[src/rtl/sram_1rw_arbiter_ctrl.sv]
// Two-port round-robin controller for a 1RW SRAM macro: clears the array after reset, 2-cycle reads.
// Optional SRAM_ARB_PARITY_EN: even parity in bit DATA_WIDTH, partial writes done as read-modify-write.
module sram_1rw_arbiter_ctrl #(
  parameter int ADDR_WIDTH = 10,
  parameter int DATA_WIDTH = 32,
  parameter int NUM_WMASKS = 4,
  parameter int INIT_DEPTH = 512
) (
  input  logic                  clk0,
  input  logic                  rst0,
  input  logic                  p0_req_valid,
  output logic                  p0_req_ready,
  input  logic                  p0_req_we,
  input  logic [ADDR_WIDTH-1:0] p0_req_addr,
  input  logic [NUM_WMASKS-1:0] p0_req_wmask,
  input  logic [DATA_WIDTH-1:0] p0_req_wdata,
  input  logic                  p1_req_valid,
  output logic                  p1_req_ready,
  input  logic                  p1_req_we,
  input  logic [ADDR_WIDTH-1:0] p1_req_addr,
  input  logic [NUM_WMASKS-1:0] p1_req_wmask,
  input  logic [DATA_WIDTH-1:0] p1_req_wdata,
  output logic                  p0_rsp_valid,
  output logic [DATA_WIDTH-1:0] p0_rsp_rdata,
  output logic                  p0_rsp_perr,
  output logic                  p1_rsp_valid,
  output logic [DATA_WIDTH-1:0] p1_rsp_rdata,
  output logic                  p1_rsp_perr,
  output logic                  init_done,
  output logic                  sram_csb0,
  output logic                  sram_web0,
  output logic [NUM_WMASKS-1:0] sram_wmask0,
  output logic                  sram_spare_wen0,
  output logic [ADDR_WIDTH-1:0] sram_addr0,
  output logic [DATA_WIDTH:0]   sram_din0,
  input  logic [DATA_WIDTH:0]   sram_dout0
);

  localparam int BW = DATA_WIDTH / NUM_WMASKS;

  typedef enum logic [2:0] {INIT, RUN, RMW_RD, RMW_WAIT, RMW_WR} state_t;

  state_t                state, state_nxt;
  logic [ADDR_WIDTH-1:0] cnt;
  logic                  ptr;
  logic                  gnt0, gnt1;
  logic                  sel_we;
  logic [ADDR_WIDTH-1:0] sel_addr;
  logic [NUM_WMASKS-1:0] sel_wmask;
  logic [DATA_WIDTH-1:0] sel_wdata;
  logic                  cmd_csb, cmd_web, cmd_spare, rd_issue, rd_perr;
  logic [NUM_WMASKS-1:0] cmd_wmask;
  logic [ADDR_WIDTH-1:0] cmd_addr;
  logic [DATA_WIDTH:0]   cmd_din;
  logic                  tok_a_vld, tok_a_port, tok_b_vld, tok_b_port;

  // ptr=0 favours p0 when both ports ask in the same cycle
  assign gnt0 = (state == RUN) && p0_req_valid && (!p1_req_valid || !ptr);
  assign gnt1 = (state == RUN) && p1_req_valid && !gnt0;
  assign p0_req_ready = gnt0;
  assign p1_req_ready = gnt1;

  assign sel_we    = gnt1 ? p1_req_we    : p0_req_we;
  assign sel_addr  = gnt1 ? p1_req_addr  : p0_req_addr;
  assign sel_wmask = gnt1 ? p1_req_wmask : p0_req_wmask;
  assign sel_wdata = gnt1 ? p1_req_wdata : p0_req_wdata;

`ifdef SRAM_ARB_PARITY_EN
  logic [ADDR_WIDTH-1:0] rmw_addr;
  logic [NUM_WMASKS-1:0] rmw_wmask;
  logic [DATA_WIDTH-1:0] rmw_wdata, rmw_rdata, merged;
  logic                  rmw_wait;

  // stored bit DATA_WIDTH is even parity, so a clean word xors to zero
  assign rd_perr = ^sram_dout0;
`else
  logic unused_dout_spare;
  assign unused_dout_spare = sram_dout0[DATA_WIDTH];
  assign rd_perr = 1'b0;
`endif

  always_comb begin
    state_nxt = state;
    cmd_csb   = 1'b1;
    cmd_web   = 1'b1;
    cmd_wmask = '0;
    cmd_spare = 1'b0;
    cmd_addr  = '0;
    cmd_din   = '0;
    rd_issue  = 1'b0;
`ifdef SRAM_ARB_PARITY_EN
    merged = '0;
    for (int i = 0; i < NUM_WMASKS; i++)
      merged[i*BW +: BW] = rmw_wmask[i] ? rmw_wdata[i*BW +: BW] : rmw_rdata[i*BW +: BW];
`endif
    case (state)
      INIT: begin
        cmd_csb   = 1'b0;
        cmd_web   = 1'b0;
        cmd_wmask = '1;
        cmd_spare = 1'b1;
        cmd_addr  = cnt;
        if (cnt == ADDR_WIDTH'(INIT_DEPTH - 1)) state_nxt = RUN;
      end
      RUN: begin
        if (gnt0 || gnt1) begin
          cmd_csb  = 1'b0;
          cmd_addr = sel_addr;
          if (sel_we) begin
`ifdef SRAM_ARB_PARITY_EN
            if (&sel_wmask) begin
              cmd_web   = 1'b0;
              cmd_wmask = '1;
              cmd_spare = 1'b1;
              cmd_din   = {^sel_wdata, sel_wdata};
            end else begin
              state_nxt = RMW_RD;  // command stays a read of the old word
            end
`else
            cmd_web   = 1'b0;
            cmd_wmask = sel_wmask;
            cmd_din   = {1'b0, sel_wdata};
`endif
          end else begin
            rd_issue = 1'b1;
          end
        end
      end
`ifdef SRAM_ARB_PARITY_EN
      RMW_RD:   state_nxt = RMW_WAIT;
      RMW_WAIT: if (rmw_wait) state_nxt = RMW_WR;
      RMW_WR: begin
        cmd_csb   = 1'b0;
        cmd_web   = 1'b0;
        cmd_wmask = '1;
        cmd_spare = 1'b1;
        cmd_addr  = rmw_addr;
        cmd_din   = {^merged, merged};
        state_nxt = RUN;
      end
`endif
      default: state_nxt = INIT;
    endcase
  end

  always_ff @(posedge clk0) begin
    if (rst0) state <= INIT;
    else      state <= state_nxt;
  end

  always_ff @(posedge clk0) begin
    if (rst0) begin
      sram_csb0       <= 1'b1;
      sram_web0       <= 1'b1;
      sram_wmask0     <= '0;
      sram_spare_wen0 <= 1'b0;
      sram_addr0      <= '0;
      sram_din0       <= '0;
      cnt             <= '0;
      ptr             <= 1'b0;
      init_done       <= 1'b0;
      tok_a_vld       <= 1'b0;
      tok_a_port      <= 1'b0;
      tok_b_vld       <= 1'b0;
      tok_b_port      <= 1'b0;
      p0_rsp_valid    <= 1'b0;
      p1_rsp_valid    <= 1'b0;
      p0_rsp_rdata    <= '0;
      p1_rsp_rdata    <= '0;
      p0_rsp_perr     <= 1'b0;
      p1_rsp_perr     <= 1'b0;
    end else begin
      sram_csb0       <= cmd_csb;
      sram_web0       <= cmd_web;
      sram_wmask0     <= cmd_wmask;
      sram_spare_wen0 <= cmd_spare;
      sram_addr0      <= cmd_addr;
      sram_din0       <= cmd_din;
      if (state == INIT) cnt <= cnt + 1'b1;
      if (state == INIT && state_nxt == RUN) init_done <= 1'b1;
      if (p0_req_valid && p1_req_valid && (gnt0 || gnt1)) ptr <= gnt0;
      // token stage a: command on pins, stage b: macro has captured it
      tok_a_vld    <= rd_issue;
      tok_a_port   <= gnt1;
      tok_b_vld    <= tok_a_vld;
      tok_b_port   <= tok_a_port;
      p0_rsp_valid <= tok_b_vld && !tok_b_port;
      p1_rsp_valid <= tok_b_vld && tok_b_port;
      if (tok_b_vld && !tok_b_port) begin
        p0_rsp_rdata <= sram_dout0[DATA_WIDTH-1:0];
        p0_rsp_perr  <= rd_perr;
      end
      if (tok_b_vld && tok_b_port) begin
        p1_rsp_rdata <= sram_dout0[DATA_WIDTH-1:0];
        p1_rsp_perr  <= rd_perr;
      end
    end
  end

`ifdef SRAM_ARB_PARITY_EN
  always_ff @(posedge clk0) begin
    if (rst0) begin
      rmw_addr  <= '0;
      rmw_wmask <= '0;
      rmw_wdata <= '0;
      rmw_rdata <= '0;
      rmw_wait  <= 1'b0;
    end else begin
      if (state == RUN && state_nxt == RMW_RD) begin
        rmw_addr  <= sel_addr;
        rmw_wmask <= sel_wmask;
        rmw_wdata <= sel_wdata;
      end
      if (state == RMW_WAIT) begin
        rmw_wait <= ~rmw_wait;
        if (!rmw_wait) rmw_rdata <= sram_dout0[DATA_WIDTH-1:0];
      end
    end
  end
`endif

endmodule

[config.mk]
export PLATFORM = sky130hd
export DESIGN_NAME = sram_1rw_arbiter_ctrl
export DESIGN_NICKNAME = d
export VERILOG_FILES = /design/src/rtl/sram_1rw_arbiter_ctrl.sv
export SDC_FILE = /design/constraint.sdc
export NUM_CORES = 1
export LEC_CHECK = 0
export ABC_AREA = 1
export CAP_MARGIN = 25
export CORE_ASPECT_RATIO = 0.7
export CORE_MARGIN = 4
export CORE_UTILIZATION = 41
export CTS_CLUSTER_SIZE = 8
export DETAILED_ROUTE_END_ITERATION = 12
export PLACE_DENSITY = 0.81
export SLEW_MARGIN = 20
export SYNTH_ARGS = -nofsm -noshare
export SYNTH_HDL_FRONTEND = slang
export SYNTH_SLANG_ARGS = --single-unit
[constraint.sdc]
create_clock -name clk0 -period 1.4 [get_ports clk0]
set_input_delay 0.14 -clock clk0 [delete_from_list [all_inputs] [get_ports clk0]]
set_output_delay 0.14 -clock clk0 [all_outputs]
set_load 0.1 [all_outputs]
## Word-level counts from Yosys, hierarchy flattened

Cells that the tools add are included.

- Bits of input ports: 131
- Flip-flop bits (word level): 135

- Eq/ne operators: 3
- Reductions and logical operators: 18
- Add/sub/neg operators: 1
- Bitwise operators: 3
- Mux-type cells: 17

Operator list:

| kind | number |
|---|---|
| two-way mux 32 bit | 1 |
| two-way mux 10 bit | 2 |
| one-hot mux 10 bit (2 select lines) | 1 |
| two-way mux 4 bit | 3 |
| adder 10 x 1 -> 10 bit (second input constant) | 1 |
| equality test 10 x 9 -> 1 bit (second input constant) | 1 |
| logical AND 1 bit | 9 |
| one-hot mux 4 bit (2 select lines) | 1 |
| equality test 3 x 1 -> 1 bit (second input constant) | 2 |
| one-hot mux 3 bit (2 select lines) | 1 |
| two-way mux 1 bit | 5 |
| zero test 1 bit | 4 |
| one-hot mux 1 bit (2 select lines) | 2 |
| OR reduction 4 bit | 1 |
| zero test 3 bit | 1 |
| two-way mux 3 bit | 1 |
| NOT 1 bit | 3 |
| OR reduction 3 bit | 1 |
| logical OR 1 bit | 2 |

## Longest topological paths before layout

- Depth after elaboration: 9
- Mapped depth: 10
- Gate-level depth less buffers: 9

## Worst setup path after synthesis

Ideal clock, no wire load.

- Path type: reg2reg
- Start point: reg ptr
- End point: reg ptr
- Slack: -0.883 ns
- Required time: 1.328 ns
- Arrival: 2.211 ns
- Cell stages (with the launch flop): 7
- Library setup time: 0.072 ns
- Buffers on the path: 1
- Cell sequence: dfxtp_1 -> nand2_1 -> nand2_2 -> clkbuf_1 -> nor2_1 -> nand3_1 -> a21oi_1

- Longest elaborated chain between the ends: 7

Ends and longest elaborated chain:

| what | RTL line | text |
|---|---|---|
| from (decl) | 45 | `logic ptr;` |
| from (signal assigned) | 181 | `if (p0_req_valid && p1_req_valid && (gnt0 \|\| gnt1)) ptr <= gnt0;` |
| zero test 1 bit (*) | 58 | `assign gnt0 = (state == RUN) && p0_req_valid && (!p1_req_valid \|\| !ptr);` |
| logical OR 1 bit (*) | 58 |  |
| logical AND 1 bit (*) | 58 |  |
| via p0_req_ready | 12 | `output logic p0_req_ready,` |
| zero test 1 bit | 59 | `assign gnt1 = (state == RUN) && p1_req_valid && !gnt0;` |
| logical AND 1 bit | 59 |  |
| logical OR 1 bit | 181 |  |
| logical AND 1 bit | 181 |  |

Mark *: on every way through the listed nets, which the timed path passes. The rest lies on a longest branch.
A chain may end at the register's enable or synchronous reset.

## Final worst setup path

- Start point: reg ptr
- End point: out p0_req_ready

- Longest elaborated chain between the ends: 3

Ends and longest elaborated chain:

| what | RTL line |
|---|---|
| zero test 1 bit | 58 |
| logical OR 1 bit | 58 |
| logical AND 1 bit | 58 |
| to (decl) | 12 |

No other way between the ends.

==> out/metrics.yaml <==
postCtsHoldBufs: 0
r2r-start: "state[1]"
critPathKind: "flip-flop to output port"
cts_tree: "yes"
place_inst: 1123
reg2regPathDepth: 11
first_pass_iters: 5
first_global_vias: 5729
finalClockSkew_ns: 0.01729
synth_warnings: 0
status: "finished with violations"
violations: "setup timing"
die_area_um2: 15070
path_clk_slew_ns: 0.06
dr.first_iter.drc_count: 495
worstPathArrival_ns: 1.65
routed_wl_um: 22830
power_leakage_nw: 4.430
wl_per_cell_um: 19.38
utilization_pct: 83.49
start_util_pct: 42.64
cts_max_path_buffers: 2
ys_ff_latch: 134
drive_gt1_share_pct: 32.28
die_y_um: 103.9
rsz0062_at_grt: "true"
drt-vias-per-instance: 5.169
max-cap-violations: 0
hold_class: "primary input to flip-flop"
via_count: 6089
finalCriticalPeriod_ns: 1.787
whs_endpoint: "p0_rsp_rdata[7]"
grt_first_pass_wirelength_um: 30220
rows: 34
r2r_setup_slack_ns: -0.35
dp_hpwl_um: 13590
grt_max_degree: 41
cts_buffers: 17
p_per_area_nw_per_um2: 853.3
crit_required_ns: 1.26
gr-usage-all-layers_pct: 25.05
hold_depth: 3
fmax_mhz: 559.8
ys_seq_area_share_pct: 49.79
gp_congestion: 0.8523
final_cells: 1178
fp.dieW_um: 145.0
pre_cts_ws_ns: -0.3949
cts_root_buffer: "clkbuf_16"
diodes: 0
peakVddDrop_mv: 0.8304
startpoint_type: "flip-flop"
io_buffer_count: 247
setup_viol: 62
fin_ws_ns: -0.3865
timing.final.max_slew_violations: 0
coreArea_um2: 12630
cp-end-kind: "output port"
ios: 252
overflow: 0
post-route-period-util_pct: 127.6
finalHoldWorstSlack_ns: 0.3217
r2r-end: "sram_din0[15]"
antenna_found_initial: 0
report.final.hold_viol_count: 0
clock_latency_ns: 0.43
synthToLayoutAreaGrowth_pct: 95.80
clkSinkCount: 134
hold_start: "sram_dout0[7]"
yosys.cell_types.count: 26
drc: 0
final.setup.tns_ns: -14.98
nets: 1135
cts.htree.levels: 4
synth.avg_cell_area_um2: 7.493
netlist_area_um2: 5388
antenna_left: 0
netlist_instances: 719
worst-path-max-fanout: 11
==> layout make-up <==
class                   instances  area, um2
well taps                     162      202.7
clock buffers                  20      466.7
fillers                       624       2086
inverters                      66      262.8
flip-flops and latches        134       2686
repair buffers                302       4299
multi-input cells             482       2540
clock inverters                12      91.34
==> Yosys cell counts <==
master | number | area, um2
a21oi_1 | 23 | 115.1
a31oi_1 | 1 | 6.260
buf_12 | 2 | 40.04
buf_2 | 8 | 40.04
buf_4 | 6 | 45.04
buf_8 | 1 | 15.01
clkbuf_1 | 24 | 90.09
conb_1 | 1 | 3.750
dfxtp_1 | 134 | 2683
ha_1 | 1 | 12.51
inv_1 | 47 | 176.4
inv_2 | 18 | 67.56
inv_4 | 1 | 6.260
nand2_1 | 149 | 559.3
nand2_2 | 4 | 25.02
nand3_1 | 18 | 90.09
nand3_4 | 1 | 17.52
nand4_1 | 3 | 18.77
nor2_1 | 161 | 604.3
nor2_2 | 8 | 50.05
nor2_4 | 24 | 270.3
nor2_8 | 1 | 20.02
nor3_1 | 2 | 10.01
o21ai_0 | 70 | 350.3
o21ai_2 | 1 | 8.760
or2_2 | 10 | 62.56
==> state kept, by name, indices dropped and copies added (netlist names) <==
register         flops
cnt                 10
init_done            1
p0_rsp_rdata        32
p0_rsp_valid         1
p1_rsp_rdata        32
p1_rsp_valid         1
ptr                  1
sram_addr0          10
sram_csb0            1
sram_din0           32
sram_spare_wen0      1
sram_web0            1
sram_wmask0          4
state                3
tok_a_port           1
tok_a_vld            1
tok_b_port           1
tok_b_vld            1
==> where the power goes <==
group	leakage [nW]	switching (W)	total (W)	internal [W]
Sequential	1.08	0.0000150	0.00384	0.00383
Combinational	3.09	0.000414	0.000877	0.000463
Clock	0.262	0.00185	0.00428	0.00243
Total	4.43	0.00228	0.00900	0.00672
==> worst max path at each step <==
stage	slack, ns	from	endpoint
floorplan	-0.02	ptr	ptr
global placement	-0.30	p1_req_valid	sram_din0[29]
detailed placement	-0.39	p1_req_valid	sram_din0[29]
CTS	-0.24	state[1]	p1_req_ready
global route	-0.40	ptr	p0_req_ready
finish	-0.39	ptr	p0_req_ready
==> what timing repair did <==
| item | CTS | global route |
|---|---|---|
| resized for setup | 25 | 77 |
| cloned | 1 | 3 |
| pin swaps | 6 | 21 |
| buffers inserted | 11 | 8 |
| setup endpoints to repair | 44 | 60 |
==> cells in the final DEF, fill, tap and decap left out, types with 6 or more instances in the layout <==
master,n
nor2_1,149
a21oi_1,12
a21oi_2,11
nor2_2,14
nand2_2,7
dfxtp_1,131
buf_12,125
o21ai_0,67
inv_1,44
clkbuf_16,19
inv_2,20
buf_6,12
or2_2,10
nand3_4,6
clkdlybuf4s50_1,129
nor2_4,30
nand2_1,142
buf_8,6
buf_4,27
nand3_2,10
==> metrics by stage <==
step | instance area, um2 | power (W)
2_1_floorplan | 5426 | 0.004216
3_3_place_gp | 9364 | 0.004678
3_5_place_dp | 9364 | 0.004694
4_1_cts | 10120 | 0.008870
5_1_grt | 10550 | 0.009216
6_report | 10550 | 0.009002
==> layer usage <==
| metal | vias up | wire, um | share of wire (%) | GRT usage, % |
|---|---|---|---|---|
| met1 | 2870 | 8642 | 38 | 29.40 |
| met3 | 89 | 1807 | 7.9 | 6.925 |
| met4 | 0 | 1025 | 4.5 | 6.983 |
| met5 | - | 0 | 0 | 0 |
| met2 | 359 | 11350 | 50 | 45.05 |
| li1 | 2771 | - | - | - |
==> kinds of logic after synthesis <==
| logic type | share of synthesized area (%) |
|---|---|
| AO/OA/AOI/OAI | 8.918 |
| adder cells (fa/ha/maj) | 0.2322 |
| buffers and inverters | 8.918 |
| flip-flops | 49.79 |
| other | 0.06960 |
| AND/OR/NAND/NOR | 32.07 |
==> worst max-delay path, cell delays in order, from the launching register on <==
cell	delay (ns)
dfxtp_2	0.34
nand2_1	0.09
nand2_2	0.11
buf_4	0.17
buf_6	0.15
nor2_4	0.17
buf_12	0.19
Power figures use the tool's default switching activity.
